[src/rtl/popcount_rr_scheduler.sv]
// Purpose: round-robin sharing of one external pipelined popcount unit among N_REQ requesters.
// Latency: grant cycle to res_val_o is PC_LATENCY+2 cycles (transfer edge, PC_LATENCY counter stages, return register).
// Backpressure: none downstream; requesters are throttled only by the one-hot req_ready_o grant.
//
// Ports:
//   clk_i, arstn_i          clock, asynchronous active-low reset
//   en_i                    allows new grants; in-flight words always drain
//   req_data_i/req_val_i    packed requester words and valids
//   req_ready_o             one-hot grant (transfer when val & ready)
//   pc_srst_o/pc_data_o/pc_data_val_o   drive the shared counter
//   pc_data_i/pc_data_val_i             counter result path
//   res_data_o/res_id_o/res_val_o       returned (id, count) result
//   err_o                   sticky tag/counter desync flag
module popcount_rr_scheduler #(
    parameter int N_REQ      = 4,
    parameter int WIDTH      = 24,
    parameter int PC_LATENCY = 3,
    parameter int CNT_W      = $clog2(WIDTH),
    parameter int ID_W       = $clog2(N_REQ)
) (
    input  logic                   clk_i,
    input  logic                   arstn_i,
    input  logic                   en_i,
    input  logic [N_REQ*WIDTH-1:0] req_data_i,
    input  logic [N_REQ-1:0]       req_val_i,
    output logic [N_REQ-1:0]       req_ready_o,
    output logic                   pc_srst_o,
    output logic [WIDTH-1:0]       pc_data_o,
    output logic                   pc_data_val_o,
    input  logic [CNT_W-1:0]       pc_data_i,
    input  logic                   pc_data_val_i,
    output logic [CNT_W-1:0]       res_data_o,
    output logic [ID_W-1:0]        res_id_o,
    output logic                   res_val_o,
    output logic                   err_o
);

    // Tag pipe depth: one stage for the issue register plus one per counter stage,
    // so the tail lines up with pc_data_val_i.
    localparam int DEPTH  = PC_LATENCY + 1;
    localparam int SRST_W = $clog2(DEPTH + 1);

    logic [ID_W-1:0]   ptr_q, ptr_d;
    logic              srst_q, srst_d;
    logic [SRST_W-1:0] srst_cnt_q, srst_cnt_d;
    logic              err_q, err_d;
    logic [WIDTH-1:0]  pc_data_q, pc_data_d;
    logic              pc_val_q;
    logic [DEPTH-1:0]  tag_val_q;
    logic [ID_W-1:0]   tag_id_q [DEPTH];
    logic [CNT_W-1:0]  res_data_q, res_data_d;
    logic [ID_W-1:0]   res_id_q;
    logic              res_val_q;

    logic              eligible;
    logic              grant_found;
    logic [ID_W-1:0]   grant_id;
    logic [ID_W-1:0]   idx;
    logic [N_REQ-1:0]  grant_oh;
    logic              transfer;
    logic              desync;

    // Round-robin search. Scanning from the farthest offset down to offset 0 and
    // overwriting on every hit leaves the nearest valid requester after ptr_q.
    always_comb begin
        grant_found = 1'b0;
        grant_id    = '0;
        idx         = '0;
        for (int i = N_REQ - 1; i >= 0; i--) begin
            idx = ID_W'((int'(ptr_q) + i) % N_REQ);
            if (req_val_i[idx]) begin
                grant_found = 1'b1;
                grant_id    = idx;
            end
        end
    end

    assign eligible = en_i & ~srst_q & ~err_q;
    assign transfer = eligible & grant_found;

    always_comb begin
        grant_oh           = '0;
        grant_oh[grant_id] = 1'b1;
    end

    assign req_ready_o = transfer ? grant_oh : '0;

    always_comb begin
        ptr_d     = ptr_q;
        pc_data_d = '0;
        if (transfer) begin
            ptr_d     = ID_W'((int'(grant_id) + 1) % N_REQ);
            pc_data_d = req_data_i[int'(grant_id)*WIDTH +: WIDTH];
        end
    end

    // Counter sync reset: held through reset and for DEPTH cycles after release,
    // long enough to flush anything the counter held before reset.
    always_comb begin
        srst_cnt_d = srst_cnt_q;
        if (srst_cnt_q != '0) begin
            srst_cnt_d = srst_cnt_q - SRST_W'(1);
        end
        srst_d = (srst_cnt_q > SRST_W'(1));
    end

    // Counter output is meaningless while it is being reset, so only compare afterwards.
    assign desync = ~srst_q & (pc_data_val_i != tag_val_q[DEPTH-1]);
    assign err_d  = err_q | desync;

    // Count is only captured alongside a live tag; otherwise the last result is held.
    assign res_data_d = tag_val_q[DEPTH-1] ? pc_data_i : res_data_q;

    always_ff @(posedge clk_i or negedge arstn_i) begin
        if (!arstn_i) begin
            ptr_q      <= '0;
            srst_q     <= 1'b1;
            srst_cnt_q <= SRST_W'(DEPTH);
            err_q      <= 1'b0;
            pc_data_q  <= '0;
            pc_val_q   <= 1'b0;
            tag_val_q  <= '0;
            for (int s = 0; s < DEPTH; s++) begin
                tag_id_q[s] <= '0;
            end
            res_data_q <= '0;
            res_id_q   <= '0;
            res_val_q  <= 1'b0;
        end else begin
            ptr_q       <= ptr_d;
            srst_q      <= srst_d;
            srst_cnt_q  <= srst_cnt_d;
            err_q       <= err_d;
            pc_data_q   <= pc_data_d;
            pc_val_q    <= transfer;
            tag_val_q   <= {tag_val_q[DEPTH-2:0], transfer};
            tag_id_q[0] <= grant_id;
            for (int s = 1; s < DEPTH; s++) begin
                tag_id_q[s] <= tag_id_q[s-1];
            end
            res_data_q  <= res_data_d;
            res_id_q    <= tag_id_q[DEPTH-1];
            res_val_q   <= tag_val_q[DEPTH-1];
        end
    end

    assign pc_srst_o     = srst_q;
    assign pc_data_o     = pc_data_q;
    assign pc_data_val_o = pc_val_q;
    assign res_data_o    = res_data_q;
    assign res_id_o      = res_id_q;
    assign res_val_o     = res_val_q;
    assign err_o         = err_q;

endmodule
[config.mk]
export PLATFORM = sky130hd
export DESIGN_NAME = popcount_rr_scheduler
export DESIGN_NICKNAME = d
export VERILOG_FILES = /design/src/rtl/popcount_rr_scheduler.sv
export SDC_FILE = /design/constraint.sdc
export NUM_CORES = 1
export LEC_CHECK = 0
export BUFFER_PORTS_ARGS = -buffer_cell sky130_fd_sc_hd__buf_2
export CORE_ASPECT_RATIO = 0.5
export CORE_MARGIN = 4
export CORE_UTILIZATION = 39
export CTS_CLUSTER_SIZE = 25
export DETAILED_ROUTE_END_ITERATION = 10
export PLACE_DENSITY = 0.77
export SETUP_SLACK_MARGIN = 0.4
export SLEW_MARGIN = 10
export SYNTH_ARGS = -nofsm -noshare
export SYNTH_HDL_FRONTEND = slang
export SYNTH_SLANG_ARGS = --single-unit
[constraint.sdc]
create_clock -name clk_i -period 1.6 [get_ports clk_i]
set_input_delay 0.16 -clock clk_i [delete_from_list [all_inputs] [get_ports clk_i]]
set_output_delay 0.16 -clock clk_i [all_outputs]
set_load 0.01 [all_outputs]
==> qor.yml <==
global_route:
  grt_antenna_before_repair: 0
  grt_start_max_net_pins: 37
  met2_usage: 0.354
  grt_pass1_wl_um: 10800
  grt_overflow: 0
  grt_pass1_vias: 2271
  use_met3: 0.0340
  grtUsageTotal: 0.178
  busiest_layer: "met2"
  use_met1: 0.195
timing:
  fin_skew_ns: 0.00348
  final.min_clock_period_ns: 1.94
  worst_pin_slew_ns: 0.466
  fin_crit_sh: 1.21
  rsz0062_at_grt: "yes"
  final_hold_viol_count: 0
  setup_viol: 29
  fmax_mhz: 516
  finalMaxSlewViolations: 0
  maxSlewHeadroom: 0.686
  holdWs_ns: 0.102
  worst_slack_ns: -0.337
setup_path:
  cp_max_fo: 5
  cp_top_family: "flip-flops"
  cp_slowest_cell: "dfrtp_2"
  reg2reg_depth: 9
  path_buf_inv: 2
  cp.depth: 6
  endpoint_kind: "output pin"
  crit_arrival_ns: 1.78
  critPathMaxStageDelay_ns: 0.45
  path_cells: "mux2i_2 -> a221oi_2 -> buf_4 -> ha_4 -> and2_4 -> buf_6"
  crit_path_start_kind: "flip-flop"
  worst_ep_required_time_ns: 1.44
  worstSetupPathType: "flip-flop to output pin"
floorplanning:
  ios: 148
  rows: 19
  dieArea_mm2: 0.00760
  coreArea_mm2: 0.00573
  die_width_um: 119
  die_h_um: 63.7
  initial_core_util: 0.422
clock_network:
  clk_latency_ns: 0.29
  clock_sinks: 51
  cts-root-buf: "clkbuf_16"
  clockBufferDepth: 2
  cts_tree: "done"
  clk_pin_slew_worst_paths_ns: 0.07
  htreeDepth: 2
  numCtsBuffers: 5
layout:
  area_delta_synth_final_pct: 66.0
  nets: 468
  drive_gt1_frac: 0.674
  mostFrequentLayoutCell: "buf_2"
  antenna_cells: 0
  final_cell_mix: "143 x buf_2, 48 x dfrtp_1, 37 x mux2i_1"
  finalCoreUtilization: 0.701
place:
  place.gp.congestion: 0.770
  dp_hpwl_um: 4900
  portBuffers: 147
  pre_cts_ws_ns: -0.0529
synth:
  synth_top_area_frac: 0.507
  yosys.area.top_type: "dfrtp_1"
  yosysWarnings: 0
  syn_area_mm2: 0.00242
  mappedNetlistNets: 300
  async_flop_share: 1.00
  synthCells: 184
  synth_ff_type: "dfrtp_1"
  synth_cell_types: 29
  yosysSeqAreaShare: 0.529
  synth-edff-count: 0
  syn_area_per_cell_um2: 13.1
  netlist_top_cells_area: "dfrtp_1 51%, mux2i_1 21%, o22ai_1 5.4%, ha_1 3.6%, mux2_2 2.3%"
  ys_seq_elements: 51
power:
  power_density_mw_per_mm2: 933
  power.total_mw: 3.75
  leakage_nw: 2.12
  vdd_drop_max_uv: 478
hold_path:
  holdPathStages: 2
  hp-class: "input pin to flip-flop"
drt:
  vias: 2168
  wl_per_cell_um: 17.0
  drc_errors: 0
  detail-route-antenna-nets: 0
  drtIter0Drc: 101
  wl_um: 7450
  dr.pass1.iters: 4
  viasPerCell: 4.96
job:
  cap_violations: 0
status:
  violations: "negative setup slack"
  status: "finished, violations left"
## registers in the layout, summed over array words and instances (netlist names)
name        cells
err_o           1
pc_data_o      24
pc_srst_o       1
ptr_q           2
res_data_o      5
res_id_o        2
res_val_o       1
srst_cnt_q      3
tag_id_q        8
tag_val_q       4
## synthesized netlist by cell type, drive strengths merged, types with 2 or more instances
| cell type | number |
|---|---|
| o21ai | 2 |
| nand2b | 3 |
| inv | 7 |
| dfstp | 2 |
| o22ai | 24 |
| mux2i | 50 |
| ha | 7 |
| mux2 | 5 |
| buf | 9 |
| nand2 | 4 |
| nand3 | 2 |
| nor2 | 3 |
| a21oi | 3 |
| xnor2 | 2 |
| dfrtp | 49 |
| o21bai | 2 |
| and2 | 4 |
## layer usage
layer / part of all wire / vias up
li1: - / 1004
met2: 0.57 / 72
met4: 0.011 / 0
met3: 0.047 / 8
met5: 0 / -
met1: 0.37 / 1084
## logic make-up (layout without fill, tap and decap cells)
group           count (synthesis)  after routing  synth area share
compound gates                 33             33            0.0963
xor+xnor                        2              2           0.00725
mux                            55             55             0.230
simple gates                   19             20            0.0543
buf+inv                        17            185            0.0466
fa+ha+maj                       7              7            0.0362
flops                          51             51             0.529
## through the flow
step | instance area (um^2) | instances | TNS, ns
2_1_floorplan | 2440 | 184 | 0
3_3_place_gp | 3320 | 413 | 0
3_5_place_dp | 3320 | 413 | -0.578
4_1_cts | 3760 | 434 | -6.86
5_1_grt | 4010 | 437 | -9.60
6_report | 4010 | 437 | -6.67
## what timing repair did
action / in CTS / in global routing
endpoints found under the hold margin: 13 / 0
gates cloned: 4 / 0
hold buffers: 1 / 0
setup endpoints to repair: 30 / 31
resized for setup: 17 / 41
pin swaps: 13 / 6
buffers inserted: 8 / 3
## layout make-up
class,instances,area [um^2]
clock buffer,5,125
clock inverter,3,47.5
fill,411,1720
inverter,7,28.8
multi-input combinational,117,1310
sequential,51,1280
tap,84,105
timing repair buffer,170,1120
## power by group
part	switching [mW]	total (mW)	leakage [nW]	internal [mW]
logic	0.483	1.12	1.37	0.639
clock network	0.484	1.23	0.0844	0.746
registers	0.0316	1.39	0.667	1.36
total	0.999	3.75	2.12	2.75
## final timing paths
check                                      start                   endpoint  slack (ns)
setup / recovery            ptr_q[1]$_DFFE_PN0P_             req_ready_o[1]       -0.34
hold / removal                      pc_data_i[2]  res_data_o[2]$_DFFE_PN0P_        0.10
setup reg to reg            ptr_q[1]$_DFFE_PN0P_     pc_data_o[5]$_DFF_PN0_       -0.27
hold reg to reg            tag_id_q[6]$_DFF_PN0_      tag_id_q[4]$_DFF_PN0_        0.35
max in group asynchronous                arstn_i       ptr_q[1]$_DFFE_PN0P_        0.74
min in group asynchronous                arstn_i    pc_data_o[15]$_DFF_PN0_        0.33
(Power assumes the default switching activity.)
